--- src/rtl/alu_arbiter_pkg.sv ---
// Shared definitions for the two-requester ALU arbiter: ALU opcodes and arbiter FSM states.
package alu_arbiter_pkg;

  localparam int ALU_DATA_W = 64;
  localparam int ALU_CTRL_W = 4;

  localparam logic [ALU_CTRL_W-1:0] ALU_ADD = 4'b0000;
  localparam logic [ALU_CTRL_W-1:0] ALU_SUB = 4'b0001;
  localparam logic [ALU_CTRL_W-1:0] ALU_AND = 4'b0100;
  localparam logic [ALU_CTRL_W-1:0] ALU_OR  = 4'b0101;
  localparam logic [ALU_CTRL_W-1:0] ALU_BEQ = 4'b1010;

  typedef enum logic [1:0] {
    ST_IDLE = 2'd0,
    ST_EXEC = 2'd1,
    ST_RESP = 2'd2
  } state_e;

endpackage

--- src/rtl/alu_arbiter_alu.sv ---
// Combinational 64-bit ALU shared by both requesters; unsupported opcodes produce zero.
module alu_arbiter_alu
  import alu_arbiter_pkg::*;
(
  input  logic [ALU_CTRL_W-1:0] ctrl_i,
  input  logic [ALU_DATA_W-1:0] a_i,
  input  logic [ALU_DATA_W-1:0] b_i,
  output logic [ALU_DATA_W-1:0] result_o
);

  always_comb begin
    result_o = '0;
    case (ctrl_i)
      ALU_ADD: result_o = a_i + b_i;
      ALU_SUB: result_o = a_i - b_i;
      ALU_AND: result_o = a_i & b_i;
      ALU_OR:  result_o = a_i | b_i;
      ALU_BEQ: result_o = {{(ALU_DATA_W-1){1'b0}}, (a_i == b_i)};
      default: result_o = '0;
    endcase
  end

endmodule

--- src/rtl/alu_arbiter.sv ---
// Round-robin arbiter sharing one non-pipelined ALU between two requesters,
// with latched operands and a registered result returned on per-requester response channels.
//
// state | meaning
// IDLE  | waiting for a request; grant the round-robin winner and latch its operands
// EXEC  | ALU evaluates latched operands; result captured at the end of the cycle
// RESP  | result presented to the owner; held until the owner takes it
module alu_arbiter
  import alu_arbiter_pkg::*;
#(
  parameter int DATA_W = 64,
  parameter int CTRL_W = 4
) (
  input  logic              clk,
  input  logic              rst,
  input  logic              req0_valid,
  output logic              req0_ready,
  input  logic [CTRL_W-1:0] req0_ctrl,
  input  logic [DATA_W-1:0] req0_a,
  input  logic [DATA_W-1:0] req0_b,
  input  logic              req1_valid,
  output logic              req1_ready,
  input  logic [CTRL_W-1:0] req1_ctrl,
  input  logic [DATA_W-1:0] req1_a,
  input  logic [DATA_W-1:0] req1_b,
  output logic              resp0_valid,
  input  logic              resp0_ready,
  output logic [DATA_W-1:0] resp0_data,
  output logic              resp1_valid,
  input  logic              resp1_ready,
  output logic [DATA_W-1:0] resp1_data,
  output logic              busy
);

  if (DATA_W != ALU_DATA_W || CTRL_W != ALU_CTRL_W) begin : g_bad_width
    $error("alu_arbiter: the shared ALU is fixed at 64-bit data and 4-bit control");
  end

  state_e              state_q, state_d;
  logic                last_grant_q, last_grant_d;
  logic                owner_q, owner_d;
  logic [CTRL_W-1:0]   ctrl_q, ctrl_d;
  logic [DATA_W-1:0]   a_q, a_d;
  logic [DATA_W-1:0]   b_q, b_d;
  logic [DATA_W-1:0]   res_q, res_d;
  logic [DATA_W-1:0]   alu_res;
  logic                any_valid;
  logic                grant;

  alu_arbiter_alu u_alu (
    .ctrl_i   (ctrl_q),
    .a_i      (a_q),
    .b_i      (b_q),
    .result_o (alu_res)
  );

  // On a tie the requester that was not served last wins; otherwise the lone requester.
  assign any_valid = req0_valid | req1_valid;
  assign grant     = (req0_valid & req1_valid) ? ~last_grant_q : ~req0_valid;

  always_comb begin
    state_d      = state_q;
    last_grant_d = last_grant_q;
    owner_d      = owner_q;
    ctrl_d       = ctrl_q;
    a_d          = a_q;
    b_d          = b_q;
    res_d        = res_q;
    req0_ready   = 1'b0;
    req1_ready   = 1'b0;
    resp0_valid  = 1'b0;
    resp1_valid  = 1'b0;
    case (state_q)
      ST_IDLE: begin
        if (any_valid) begin
          req0_ready = ~rst & ~grant;
          req1_ready = ~rst & grant;
          owner_d    = grant;
          ctrl_d     = grant ? req1_ctrl : req0_ctrl;
          a_d        = grant ? req1_a : req0_a;
          b_d        = grant ? req1_b : req0_b;
          state_d    = ST_EXEC;
        end
      end
      ST_EXEC: begin
        res_d   = alu_res;
        state_d = ST_RESP;
      end
      ST_RESP: begin
        resp0_valid = ~owner_q;
        resp1_valid = owner_q;
        if (owner_q ? resp1_ready : resp0_ready) begin
          last_grant_d = owner_q;
          state_d      = ST_IDLE;
        end
      end
      default: state_d = ST_IDLE;
    endcase
  end

  always_ff @(posedge clk) begin
    if (rst) begin
      state_q      <= ST_IDLE;
      last_grant_q <= 1'b1;
      owner_q      <= 1'b0;
      ctrl_q       <= '0;
      a_q          <= '0;
      b_q          <= '0;
      res_q        <= '0;
    end else begin
      state_q      <= state_d;
      last_grant_q <= last_grant_d;
      owner_q      <= owner_d;
      ctrl_q       <= ctrl_d;
      a_q          <= a_d;
      b_q          <= b_d;
      res_q        <= res_d;
    end
  end

  assign resp0_data = res_q;
  assign resp1_data = res_q;
  assign busy       = (state_q != ST_IDLE);

endmodule

--- config.mk ---
export PLATFORM = sky130hd
export DESIGN_NAME = alu_arbiter
export DESIGN_NICKNAME = d
export VERILOG_FILES = /design/src/rtl/alu_arbiter_pkg.sv /design/src/rtl/alu_arbiter_alu.sv /design/src/rtl/alu_arbiter.sv
export SDC_FILE = /design/constraint.sdc
export NUM_CORES = 1
export LEC_CHECK = 0
export CORE_MARGIN = 5
export CORE_UTILIZATION = 57
export CTS_CLUSTER_DIAMETER = 120
export CTS_CLUSTER_SIZE = 20
export DETAILED_ROUTE_END_ITERATION = 16
export PLACE_DENSITY = 0.85
export SKIP_LAST_GASP = 1
export SYNTH_ARGS = -nofsm -noshare
export SYNTH_HDL_FRONTEND = slang
export SYNTH_HIERARCHICAL = 1
export SYNTH_SLANG_ARGS = --single-unit
--- constraint.sdc ---
create_clock -name clk -period 5.15 [get_ports clk]
set_clock_uncertainty 0.05 [all_clocks]
set_input_delay 0.515 -clock clk [delete_from_list [all_inputs] [get_ports clk]]
set_output_delay 0.515 -clock clk [all_outputs]
set_load 0.05 [all_outputs]
Yosys cells after proc, flatten, opt, wreduce, memory -nomap -nowiden
Index checks and enable logic that the tools add are counted.
- output and inout port bits: 133
- input bits: 270
- bits in registers: 200
- bitwise logic cells: 11
- equal/unequal tests: 9
- reductions and logical operators: 6
- $add $sub $neg: 2
- mux-type cells: 15
- operators by type and width (kind ; count):
    $pmux 64 s5 ; 1
    $mux 64 ; 2
    $add 64x64->64 ; 1
    $and 64x64->64 ; 1
    $eq 64x64->1 ; 1
    $or 64x64->64 ; 1
    $sub 64x64->64 ; 1
    $eq 4x3->1 const B ; 2
    $mux 1 ; 8
    $pmux 2 s3 ; 1
    $reduce_and 2->1 ; 3
    $not 1->1 ; 5
    $eq 4x1->1 const B ; 1
    $eq 4x4->1 const B ; 1
    $logic_not 4->1 ; 1
    $mux 2 ; 2
    $mux 4 ; 1
    $ne 2x2->1 const B ; 2
    $and 1x1->1 ; 3
    $eq 2x1->1 const B ; 1
    $eq 2x2->1 const B ; 1
    $logic_not 2->1 ; 1
    $reduce_bool 2->1 ; 1
    $or 1x1->1 ; 1

Longest topological paths before layout
- depth after elaboration: 6
- gate-level depth with buffers: 17
- gate-level depth less buffers: 17

Modules after synthesis
Netlist, hierarchy kept.
- modules (own cells, without submodules) (module ; area an instance (um^2) ; cells each ; instances):
    alu_arbiter_alu ; 9890.7 ; 1537 ; 1
    alu_arbiter ; 8579.5 ; 941 ; 1

Worst setup path before layout
No wires, ideal clock.
- path type: register to register
- start: register a_q[4]
- end: register res_q[63] (netlist: resp0_data[63])
- buffers on the path: 1
- clock period less this slack: 3.524 ns
- path slack: 1.626 ns
- arrival: 3.343 ns
- cell stages (with the launch flop): 18
- setup time: 0.131 ns
- path through: dfxtp_1 -> inv_1 -> ha_1 -> buf_4 -> o211ai_1 -> o21a_1 -> a211oi_2 -> a211oi_2 -> or3_4 -> o41ai_2 -> a41o_2 -> a221oi_4 -> o41ai_2 -> nor3_1 -> xnor2_1 -> a221o_1 -> nand2_1 -> a21oi_1
- cells in the longest elaborated chain, start to end: 2
- elaborated cells between the ends (all ways): 3
- those cells by class: add/sub (2); mux (1)
- RTL lines (what ; RTL line ; text):
    start: declaration ; alu_arbiter.sv:43 ; logic [DATA_W-1:0] a_q, a_d;
    start signal: assignment ; alu_arbiter.sv:107 ; a_q <= '0;
    start signal: assignment ; alu_arbiter.sv:115 ; a_q <= a_d;
    $sub 64x64->64 or $add 64x64->64 (tied branches) ; alu_arbiter_alu.sv:15, alu_arbiter_alu.sv:14 ;
    $pmux 64 s5 * ; alu_arbiter_alu.sv:13 ; case (ctrl_i)
    named net alu_res[63] ; alu_arbiter.sv:46 ; logic [DATA_W-1:0] alu_res;
    end signal: assignment ; alu_arbiter.sv:117 ; res_q <= res_d;
    end: declaration ; alu_arbiter.sv:45 ; logic [DATA_W-1:0] res_q, res_d;
The timed path passes the listed nets; every way through them passes the cells marked *.
A chain may end at the register's enable or synchronous reset.

Final worst setup path
- start: register a_q[11]
- end: register res_q[60] (netlist: resp0_data[60])
Same word-level chain as after synthesis.

==> results.md <==
* Status: completed
* Count leader, synth: nand2_1
* First-pass GRT wire length at 103000 um
* Worst slack, placed at 0.4448 ns
* Filler Cell Count at 2447
* CP max FO at 10
* Worst Hold Slack at 0.3644 ns
* Initial core utilization at 0.5720
* Post-route ant nets at 0
* Row count at 66
* Async set-or-reset flop fraction in the synthesized netlist at 0
* Pin count of the biggest net entering global routing at 133
* Post-DR wirelength/cell at 20.90 um
* Die H at 190.0 um
* Critical path class: reg -> reg
* Number of global-route vias before repair at 19.62k
* # H-tree levels at 4
* Clock Sinks at 200
* Yosys reg bits at 200
* Port-buffer cells at 402
* Setup Viol. Count Final at 0
* Fin. Hold Viols at 0
* WP data arrival at 5.30 ns
* Worst Hold Class: in -> reg
* Final GP Congestion at 1.013
* Layout cells sized above 1 at 0.05820
* Slew margin rel. at 0.2247
* All-Layer GR Usage at 0.3490
* Root Buffer: clkbuf_16
* Tightest Pin Transition at 1.163 ns
* Initial DRC Count at 2064
* Initial DRT Pass Iterations at 6
* Tmin final at 4.959 ns
* Most instantiated cells after synthesis: nand2_1, a21oi_1, ha_1, dfxtp_1, inv_1
* # hold bufs at CTS at 0
* Power per cell area at 291.3 nW/um^2
* Max Root-Sink Buffers at 2
* Post-synth EDFFs at 0
* Syn Inst Count at 2478
* Area leader, netlist: dfxtp_1
* NumNets Final at 3176
* N_diodes at 0
* Yosys warnings at 6
* CTS resizes at 0
* Crit start category: flop
* Post-Syn Area at 18470 um^2
* Setup WS post-layout at 0.1911 ns
* Via count at 19.55k
* Clk slew on worst S/H paths at 0.08 ns
* Total routed wirelength at 65990 um
* Post-CTS Setup Bufs at 0
* Grt ovf at 0
* Sequential fraction of the synthesis area at 0.2168
* Area of the multi-input gates at 12480 um^2
* Top post-synthesis cells by area: dfxtp_1, ha_1, nand2_1
* Mean area per synthesized cell at 7.454 um^2
* Max Freq at 201.7 MHz
* Max-slew violations at 0
* Synth top area share at 0.2168
* Primary FF master, synth: dfxtp_1
* Final worst path period share at 0.9629
* Post-route DRC violation count at 0
* Crit. End Element: flop
* Die X at 190.0 um
* Worst path required time at 5.49 ns
* RSZ-0062 raised after global routing: no
* CORE AREA at 32290 um^2
* Clock latency on the worst-skew pair at 0.47 ns
* Cell variety after synth at 86
* Initial antenna violation count at 0
* CTS Buf Count at 17
* Worst vdd ir at 0.2572 mV
* Sequential cell area at 4005 um^2
* Vias/cell at 6.191
* DIE AREA at 36100 um^2
* Leak Pwr at 9.007 nW
* Setup tns final at 0 ns
* Net Count, Synth at 2952
* I/O pin count at 403
* DP HPWL at 49810 um
* CTS tree: yes
* P&R area growth vs syn at 22.29%
* Max-cap viol count at 0
registers in the layout, summed over array words and instances (netlist names):
| name | flops |
|---|---|
| a_q | 64 |
| b_q | 64 |
| ctrl_q | 4 |
| last_grant_q | 1 |
| owner_q | 1 |
| resp0_data | 64 |
| state_q | 2 |
power breakdown:
group          total (mW)  internal, mW  switching, mW
logic                3.27          1.21           2.06
registers            1.88          1.70          0.176
clock network        1.43         0.747          0.685
total                6.58          3.66           2.92
worst paths after layout:
path	start	endpoint	slack (ns)	cells past startpoint
min reg2reg	resp0_data[32]$_SDFFE_PP0N_	resp0_data[32]$_SDFFE_PP0N_	0.42	2
min	rst	state_q[0]$_SDFFE_PP0P_	0.36	3
max	a_q[11]$_SDFFE_PP0P_	resp0_data[60]$_SDFFE_PP0N_	0.19	17
max reg2reg	a_q[11]$_SDFFE_PP0P_	resp0_data[60]$_SDFFE_PP0N_	0.19	17
placed cells by master (no fill, tap or decap), types with 21 or more instances in the layout:
master	instances
clkdlybuf4s50_1	401
nand2_1	396
a21oi_1	243
ha_1	202
inv_1	199
dfxtp_1	199
nor2_1	147
o21ai_0	138
mux2i_1	137
o21ai_2	70
o221ai_1	65
xnor2_1	56
nand3_1	35
o21bai_1	33
nor3_1	31
a21o_1	25
nor4_1	22
nand4_1	22
o31ai_1	21
critical path, stage by stage, from the launching register on:
cell       delay [ns]
dfxtp_1          0.38
inv_1            0.06
ha_1             0.43
nor4_1           0.71
nand4_1          0.16
a31oi_1          0.50
nor4_2           0.13
o31ai_2          0.35
a2111oi_0        0.25
nor2_1           0.18
buf_4            0.15
a21oi_1          0.10
a311oi_1         0.65
a21oi_1          0.18
xnor2_1          0.17
o221ai_1         0.19
nand2_1          0.07
a21oi_1          0.15
logic make-up after synthesis:
logic type / Yosys count / share of synthesized area
flops: 200 / 0.2168
xor+xnor: 61 / 0.02893
fa+ha+maj: 204 / 0.1390
buf+inv: 420 / 0.1093
mux: 138 / 0.07485
simple gates: 729 / 0.1713
compound gates: 726 / 0.2599
layout make-up:
cell class	count	share of cell area
Tap cell	442	0.02448
Sequential cell	200	0.1773
Multi-Input combinational cell	1858	0.5526
Clock inverter	12	0.006924
Timing Repair Buffer	422	0.1851
Clock buffer	20	0.01978
Inverter	203	0.03379
per-layer routing:
layer / up-vias / GRT usage / part of all wire
li1: 9006 / - / -
met2: 1045 / 0.6091 / 0.49
met4: 0 / 0.1661 / 0.045
met3: 254 / 0.05046 / 0.069
met1: 9241 / 0.4224 / 0.40
met5: - / 0 / 0
metrics by stage:
| step | area, um^2 | util | std cells | power, mW |
|---|---|---|---|---|
| finish | 22590 | 0.6995 | 3157 | 6.580 |
| global route | 22590 | 0.6995 | 3157 | 6.885 |
| CTS | 22590 | 0.6995 | 3157 | 6.513 |
| global placement | 21980 | 0.6808 | 3125 | 5.004 |
| detailed placement | 21980 | 0.6808 | 3125 | 5.071 |
| floorplan | 18470 | - | 2478 | 4.101 |
Note: power is estimated with default switching activity, not from simulation.
